## src/rtl/alu_exec_unit.sv

```systemverilog
// alu_exec_unit
// Execute-stage arithmetic for the single-cycle MIPS-lite datapath:
//   - ALU-control decode (aluop/funct -> gout)
//   - 32-bit ALU with combinational zero output
//   - PC+4 and branch-target adders
//   - registered N/V/Z status flags for branch-on-overflow/negative
// Build option: define ALU_STATUS_EN to include the status flag registers
// and overflow logic. When it is undefined the flags read as 0 and
// status_we has no effect.
module alu_exec_unit (
  input  logic        clk,
  input  logic        rst_n,
  input  logic [2:0]  aluop,
  input  logic [5:0]  funct,
  input  logic [31:0] a,
  input  logic [31:0] b,
  input  logic [31:0] pc,
  input  logic [15:0] imm16,
  input  logic        status_we,
  output logic [3:0]  gout,
  output logic [31:0] result,
  output logic        zero,
  output logic [31:0] pc_plus4,
  output logic [31:0] branch_target,
  output logic        status_n,
  output logic        status_v,
  output logic        status_z
);

  localparam logic [3:0] G_AND = 4'b0000;
  localparam logic [3:0] G_OR  = 4'b0001;
  localparam logic [3:0] G_ADD = 4'b0010;
  localparam logic [3:0] G_XOR = 4'b0011;
  localparam logic [3:0] G_SUB = 4'b0110;
  localparam logic [3:0] G_SLT = 4'b0111;
  localparam logic [3:0] G_NOR = 4'b1100;

  localparam logic [5:0] F_ADD = 6'b100000;
  localparam logic [5:0] F_SUB = 6'b100010;
  localparam logic [5:0] F_AND = 6'b100100;
  localparam logic [5:0] F_OR  = 6'b100101;
  localparam logic [5:0] F_XOR = 6'b100110;
  localparam logic [5:0] F_NOR = 6'b100111;
  localparam logic [5:0] F_SLT = 6'b101010;

  logic [31:0] sum;
  logic [31:0] diff;
  logic        ovf_sub;
  logic        slt_bit;
  logic [31:0] imm_shifted;

  // R-type funct decode; unknown functs fall back to ADD
  function automatic logic [3:0] decode_funct(input logic [5:0] f);
    logic [3:0] g;
    g = G_ADD;
    case (f)
      F_ADD:   g = G_ADD;
      F_SUB:   g = G_SUB;
      F_AND:   g = G_AND;
      F_OR:    g = G_OR;
      F_XOR:   g = G_XOR;
      F_NOR:   g = G_NOR;
      F_SLT:   g = G_SLT;
      default: g = G_ADD;
    endcase
    return g;
  endfunction

  // ALU control: map the operation class from main control onto gout
  always_comb begin
    gout = G_ADD;
    case (aluop)
      3'b000:  gout = G_ADD;
      3'b001:  gout = G_SUB;
      3'b010:  gout = decode_funct(funct);
      3'b011:  gout = G_OR;
      3'b100:  gout = G_NOR;
      3'b101:  gout = G_AND;
      3'b110:  gout = G_SLT;
      3'b111:  gout = G_XOR;
      default: gout = G_ADD;
    endcase
  end

  assign sum  = a + b;
  assign diff = a - b;

  // Signed overflow of a - b; SLT uses it so the compare stays correct
  // when the difference wraps (e.g. 0x80000000 - 1).
  assign ovf_sub = (a[31] != b[31]) && (diff[31] != a[31]);
  assign slt_bit = diff[31] ^ ovf_sub;

  // ALU datapath; unlisted gout codes produce 0
  always_comb begin
    result = 32'd0;
    case (gout)
      G_ADD:   result = sum;
      G_SUB:   result = diff;
      G_AND:   result = a & b;
      G_OR:    result = a | b;
      G_XOR:   result = a ^ b;
      G_NOR:   result = ~(a | b);
      G_SLT:   result = {31'd0, slt_bit};
      default: result = 32'd0;
    endcase
  end

  assign zero = (result == 32'd0);

  // PC adders, both wrap modulo 2^32
  assign imm_shifted   = {{14{imm16[15]}}, imm16, 2'b00};
  assign pc_plus4      = pc + 32'd4;
  assign branch_target = pc_plus4 + imm_shifted;

`ifdef ALU_STATUS_EN
  logic ovf_add;
  logic v_next;

  assign ovf_add = (a[31] == b[31]) && (sum[31] != a[31]);

  // Overflow is only meaningful for the arithmetic operations
  always_comb begin
    v_next = 1'b0;
    case (gout)
      G_ADD:   v_next = ovf_add;
      G_SUB:   v_next = ovf_sub;
      default: v_next = 1'b0;
    endcase
  end

  // Status flags: capture on status_we, reset clears immediately
  always_ff @(posedge clk or negedge rst_n) begin
    if (!rst_n) begin
      status_n <= 1'b0;
      status_v <= 1'b0;
      status_z <= 1'b0;
    end else if (status_we) begin
      status_n <= result[31];
      status_v <= v_next;
      status_z <= zero;
    end
  end
`else
  logic unused_status;

  assign status_n = 1'b0;
  assign status_v = 1'b0;
  assign status_z = 1'b0;

  // Flag inputs have no function without the status registers
  assign unused_status = &{1'b0, clk, rst_n, status_we};
`endif

endmodule

```

## config.mk

```make
export PLATFORM = sky130hd
export DESIGN_NAME = alu_exec_unit
export DESIGN_NICKNAME = d
export VERILOG_FILES = /design/src/rtl/alu_exec_unit.sv
export SDC_FILE = /design/constraint.sdc
export NUM_CORES = 1
export LEC_CHECK = 0
export CORE_MARGIN = 2
export CORE_UTILIZATION = 25
export DETAILED_ROUTE_END_ITERATION = 8
export SETUP_SLACK_MARGIN = 0.02
export SYNTH_ARGS = -nofsm -noshare
export SYNTH_HDL_FRONTEND = slang
export SYNTH_SLANG_ARGS = --single-unit
export TNS_END_PERCENT = 10
```

## constraint.sdc

```tcl
create_clock -name vclk -period 9.5
set_input_delay 0.95 -clock vclk [all_inputs]
set_output_delay 0.95 -clock vclk [all_outputs]
set_load 0.03 [all_outputs]
```

==> metrics.sh, run 1 <==
RESULT_OF_THE_RUN='finished, final reports clean'
SETUP_VIOL=0
POST_PLACEMENT_CELL_COUNT=1658
POSTCTSSETUPREPAIRBUFS=0
LAYOUT_CLOCK_BUFFER_COUNT=0
GRT_PASS1_WL_MM=46.8
POST-ROUTE-WORST-SETUP-SLACK_NS=0.551
DRT_ITER0_MARKERS=690
PLACED_CELL_AREA_UM2=9930
ANTENNADIODECOUNT=0
SLEW_VIOLATIONS=0
ROUTE.ANTENNA.REMAINING_NETS=0
HPWLAFTERDP_MM=24.0
STARTPOINT_OF_THE_LOWEST_SLACK_HOLD_PATH='pc[0]'
POST-PLACE-WS_NS=0.666
WORST_IR_DROP_VDD_mV=0.0498
SYNTHMOSTINSTANTIATEDCELL='ha_1'
P_LEAK_uW=0.00424
GRT.OVERFLOW.TOTAL=0
GRT_MAX_DEGREE=36
SYNTHESIS.AREA_PER_INSTANCE_UM2=6.73
MAX_CLOCK_FREQ_MHz=112
WORST-SETUP-PATH-TYPE='input port to output port'
YOSYS-TOP-CELLS-COUNT='128 x ha_1, 112 x inv_1, 106 x nor2_1'
FINAL.PERIOD_UTILIZATION=0.942
FINALINSTANCEAREA_UM2=9930
LAYOUT-DRIVE-GT1-SHARE=0.0377
END_KIND='output port'
INITIAL_UTILIZATION=0.256
FP.DIEAREA_UM2=30900
HOLD_PATH_CLASS='input port to output port'
SYNTH.YOSYS.WARNINGS=0
ROUTE.DETAILED.WL_PER_INST_UM=18.1
PLACE.GP.CONGESTION=0.950
POWER_DENSITY_nW_PER_UM2=83.4
DESIGN.SEQ.COUNT=0
1ST_PASS_ROUTER_ITERATIONS=5
COUNT_OF_CELLS_ALONG_THE_WORST_HOLD_PATH=0
ROW_COUNT=62
HOLD_PATH_END='pc_plus4[0]'
GRT.TOTAL_USAGE=0.184
NETLIST_INSTANCES=1097
SYNTH_TOP_AREA_SHARE=0.217
AREA_GROWTH_SYN_TO_LAYOUT_PCT=34.5
MAX_SLEW_HEADROOM=0.306
CORE_AREA_UM2=28900
WORST_SLEW_PIN_SLEW_NS=1.03
TIMING.CRITICAL_PATH.FROM_TYPE='input port'
DRT_DRC_VIOLATIONS_LEFT=0
DIE_W_UM=176
ROUTED_WIRELENGTH_MM=30.0
GRT_SETUP_UNREPAIRED='false'
POSTCTSHOLDBUFS=0
MAX_CAP_VIOLATIONS=0
AVGVIACOUNTPERCELL=5.47
GRT_PASS1_VIAS=8444
DESIGN.FINAL.NETS=1532
LIBRARY_CELL_OCCUPYING_THE_MOST_AREA_IN_THE_POST_SYNTHESIS_NETLIST='ha_1'
POST_CTS_RESIZED=0
POST_SYNTH_MAIN_AREA_CONTRIBUTORS='ha_1 22%, inv_1 5.7%, xnor2_1 5.6%, nor2_1 5.4%, a21oi_1 5.4%'
FINALHOLDVIOLATIONS=0
BUFFER_PORTS.INSERTED=216
WORST-ENDPOINT-ARRIVAL_NS=8.00
CRIT_FANOUT=4
AREA.SEQUENTIAL_UM2=0
SYNTHDISTINCTLIBCELLS=85
DIE_HEIGHT_UM=176
INSTANCES_NO_FILL=1658
REGISTER_AREA_SHARE_AFTER_SYNTHESIS=0
SYN-CELL-AREA_UM2=7380
LAYOUT_MIN_CYCLE_TIME_NS=8.95
REQUIRED_NS=8.55
ROUTED_VIAS=9072
NUMBER_OF_ANTENNA_VIOLATIONS_AT_THE_FIRST_CHECK_IN_GLOBAL_ROUTING=1
FINALSETUPTNS_NS=0
TOP_LEVEL_PINS=228
metrics by stage:
stage | util | hold WS (ns) | power (uW)
after floorplan | - | 2.02 | 508
after global placement | 0.344 | 1.90 | 814
after detailed placement | 0.344 | 1.90 | 816
after CTS | 0.344 | 1.90 | 821
after global routing | 0.344 | 1.90 | 888
final | 0.344 | 1.90 | 828
cell type report:
cell class         count  area [um2]
repair buffers       234        2300
fillers             3115       18900
inverters            115         432
well taps            384         480
multi-input cells    925        6720
layer usage:
layer	up-vias	share of wire	track usage
met4	2	0.019	0.0306
met5	-	0.00060	0
met1	4198	0.45	0.253
li1	4422	-	-
met2	410	0.45	0.313
met3	40	0.076	0.0180
cells by family (layout without fill, tap and decap cells):
| family | count (synthesis) | after routing | synth area share |
|---|---|---|---|
| fa+ha+maj | 132 | 132 | 0.228 |
| other cells | 1 | 3 | 0.000508 |
| xor+xnor | 64 | 64 | 0.0759 |
| compound gates | 367 | 367 | 0.356 |
| mux | 6 | 6 | 0.00814 |
| buf+inv | 174 | 349 | 0.0937 |
| simple gates | 353 | 353 | 0.238 |
critical path: stages:
cell and delay, ns:
clkdlybuf4s50_1 0.52, inv_1 0.06, ha_1 0.34, nor4_1 0.63
nand2_1 0.12, a21oi_1 0.35, o31ai_1 0.22, a311oi_1 0.31
o21bai_1 0.16, a311oi_1 0.42, nor2_1 0.07, o21ai_0 0.15
a21oi_1 0.08, nor2_1 0.10, nor2_1 0.06, fa_1 0.42
a31oi_1 0.20, o211ai_1 0.11, or4_1 0.43, or4_1 0.50
or4_1 0.46, nor4_1 0.16, and4b_1 0.26, nor4b_4 0.19
clkdlybuf4s50_1 0.70
cell usage in the layout (no fill, tap or decap), drive strengths merged, types with 8 or more instances in the layout:
cell type	instances
xor2	17
a21o	22
clkdlybuf4s50	216
and3	14
a211oi	14
o21bai	10
o21a	10
xnor2	47
a221o	9
a2111oi	8
o22ai	8
nand4	20
inv	114
nor2b	11
a21oi	79
o31a	8
a41oi	8
nor3	32
o31ai	12
nand3	30
ha	128
nand2b	10
a211o	9
nand2	73
o21ai	54
buf	18
nor4	13
a221oi	22
a31oi	9
nor2	108
o211ai	22
power breakdown:
| part | internal, uW | total [uW] | switching (uW) | leakage (uW) |
|---|---|---|---|---|
| clock | 0 | 0 | 0 | 0 |
| sequential | 0 | 0 | 0 | 0 |
| combinational | 334 | 828 | 493 | 0.00424 |
| total | 334 | 828 | 493 | 0.00424 |
worst max-delay path by stage:
stage / startpoint / endpoint / cells past startpoint
floorplan: a[5] / zero / 24
global placement: a[5] / zero / 25
detailed placement: a[5] / zero / 25
CTS: a[5] / zero / 25
global route: a[5] / zero / 25
finish: a[14] / zero / 25
No activity file was read; power rests on OpenSTA's default activity.
==> run 2, diff against run 1 <==
--- a/config.mk
+++ b/config.mk
@@ -5,9 +5,12 @@
 export SDC_FILE = /design/constraint.sdc
 export NUM_CORES = 1
 export LEC_CHECK = 0
+export CORE_ASPECT_RATIO = 0.7
 export CORE_MARGIN = 2
 export CORE_UTILIZATION = 25
 export DETAILED_ROUTE_END_ITERATION = 8
+export GPL_ROUTABILITY_DRIVEN = 0
+export PLACE_DENSITY = 0.59
 export SETUP_SLACK_MARGIN = 0.02
 export SYNTH_ARGS = -nofsm -noshare
 export SYNTH_HDL_FRONTEND = slang
==> run 2 against run 1 <==
Net effect:
- fmax decreased by 2.2%
- critical path depth stayed put
- first-iteration DRC count is 58% higher
- wire length hardly changed
- sequential share of layout area stayed put
==> metrics.sh, run 2 (same netlist as run 1, synthesis figures left out) <==
REQUIRED_NS=8.55
POSTCTSSETUPREPAIRBUFS=0
DESIGN.FINAL.NETS=1534
WORST-ENDPOINT-ARRIVAL_NS=8.20
CRITPATHLAUNCH='a[5]'
MAX_CLOCK_FREQ_MHz=109
FINALHOLDVIOLATIONS=0
AREA_GROWTH_SYN_TO_LAYOUT_PCT=34.7
FINAL.PERIOD_UTILIZATION=0.963
ROW_COUNT=52
CORE_AREA_UM2=29000
POWER.SHARE.SEQUENTIAL=0
WORSTSETUPENDPOINT='zero'
SLEW_VIOLATIONS=0
DIE_W_UM=209
POWER_DENSITY_nW_PER_UM2=83.9
P_SW_FRAC=0.598
AVGVIACOUNTPERCELL=5.54
ROUTED_WIRELENGTH_MM=30.0
ROUTE.ANTENNA.REMAINING_NETS=0
INITIAL_UTILIZATION=0.255
GRT_MAX_DEGREE=36
RESULT_OF_THE_RUN='finished, final reports clean'
GRT_PASS1_VIAS=8497
DIE_HEIGHT_UM=148
DESIGN.SEQ.COUNT=0
END_KIND='output port'
P_COMB_FRAC=1.000
WORST_IR_DROP_VDD_mV=0.0391
GRT.TOTAL_USAGE=0.182
DRT_DRC_VIOLATIONS_LEFT=0
NUMBER_OF_ANTENNA_VIOLATIONS_AT_THE_FIRST_CHECK_IN_GLOBAL_ROUTING=1
ANTENNADIODECOUNT=0
DRT_ITER0_MARKERS=1088
MAX_CAP_VIOLATIONS=0
P_INT_uW=335
HOLD_PATH_CLASS='input port to output port'
SETUP_VIOL=0
HPWLAFTERDP_MM=24.3
ROUTED_VIAS=9163
TIMING.CRITICAL_PATH.FROM_TYPE='input port'
ROUTE.DETAILED.WL_PER_INST_UM=18.1
POWER.CLOCK.FRACTION=0
MOST_FREQUENT_CELLS_IN_THE_LAYOUT='216 x clkdlybuf4s50_1, 128 x ha_1, 112 x inv_1'
POST_PLACEMENT_CELL_COUNT=1654
INSTANCES_NO_FILL=1654
GRT.OVERFLOW.TOTAL=0
LAYOUT_MIN_CYCLE_TIME_NS=9.15
LAYOUT-DRIVE-GT1-SHARE=0.0392
GRT_SETUP_UNREPAIRED='false'
P_LEAK_uW=0.00425
1ST_PASS_ROUTER_ITERATIONS=8
WORST_SLEW_PIN_SLEW_NS=0.943
FP.DIEAREA_UM2=30900
LAYOUT_CLOCK_BUFFER_COUNT=0
COMMONEST_NON_FILL_NON_TAP_CELL_IN_THE_LAYOUT='clkdlybuf4s50_1'
FINALSETUPTNS_NS=0
LAYOUT.FILLER_CELLS=3052
P_SW_uW=499
AREA.SEQUENTIAL_UM2=0
BUFFER_PORTS.INSERTED=216
CRIT_FANOUT=9
GRT_PASS1_WL_MM=46.5
MAX_SLEW_HEADROOM=0.367
TOP_LEVEL_PINS=228
WORST-SETUP-PATH-TYPE='input port to output port'
-- run 2: power by group through the flow --
| stage | Combinational (uW) | Clock [uW] | Sequential [uW] |
|---|---|---|---|
| global placement | 814 | 0 | 0 |
| floorplan | 508 | 0 | 0 |
| detailed placement | 818 | 0 | 0 |
| global route | 890 | 0 | 0 |
| finish | 834 | 0 | 0 |
| CTS | 822 | 0 | 0 |
-- run 2: per-layer routing --
| layer | track usage | up-vias | routed length, um |
|---|---|---|---|
| li1 | - | 4414 | - |
| met1 | 0.264 | 4203 | 14000 |
| met2 | 0.290 | 511 | 12700 |
| met3 | 0.0276 | 33 | 2950 |
| met4 | 0.0271 | 2 | 398 |
| met5 | 0 | - | 9 |
-- run 2: worst max-delay path, cell delays in order --
cell	delay, ns
clkdlybuf4s50_1	0.53
inv_1	0.06
ha_1	0.41
nor4_1	0.52
o31ai_1	0.21
a21oi_1	0.40
o31ai_1	0.23
a311oi_1	0.30
o21bai_1	0.20
a311oi_2	0.37
nor2_1	0.06
o21ai_0	0.18
a21oi_1	0.09
nor2_1	0.12
nor2_1	0.08
fa_1	0.37
a31oi_1	0.18
o211ai_1	0.10
or4_1	0.47
or4_1	0.52
or4_1	0.47
nor4_2	0.24
and4b_1	0.23
nor4b_4	0.17
clkdlybuf4s50_1	0.70
-- run 2: metrics by stage --
stage	instance area [um2]	power (uW)	hold slack, ns	worst slack, ns	utilization
2_1_floorplan	7390	508	2.02	2.68	-
3_3_place_gp	9930	814	1.90	0.345	0.343
3_5_place_dp	9930	818	1.90	0.304	0.343
4_1_cts	9930	822	1.90	0.259	0.343
5_1_grt	9940	890	1.90	0.0781	0.343
6_report	9940	834	1.90	0.347	0.343
-- run 2: area by class of cell --
cell class | instances | area, um2 | share of cell area
Multi-Input combinational cell | 925 | 6730 | 0.676
Timing Repair Buffer | 236 | 2310 | 0.233
Tap cell | 378 | 473 | 0.0476
Inverter | 115 | 432 | 0.0434
-- run 2: timing repair --
item | 4_1_cts | 5_1_grt
hold buffers | 0 | 0
resized for setup | 0 | 2
endpoints found under the setup margin | 0 | 1
-- run 2: worst min-delay path by stage --
| stage | from | end | slack [ns] | depth (start not counted) |
|---|---|---|---|---|
| after floorplan | pc[2] | pc_plus4[2] | 2.02 | 1 |
| after global placement | pc[0] | branch_target[0] | 1.90 | 0 |
| after detailed placement | pc[0] | branch_target[0] | 1.90 | 0 |
| after CTS | pc[0] | branch_target[0] | 1.90 | 0 |
| after global routing | pc[0] | branch_target[0] | 1.90 | 0 |
| final | pc[0] | branch_target[0] | 1.90 | 0 |
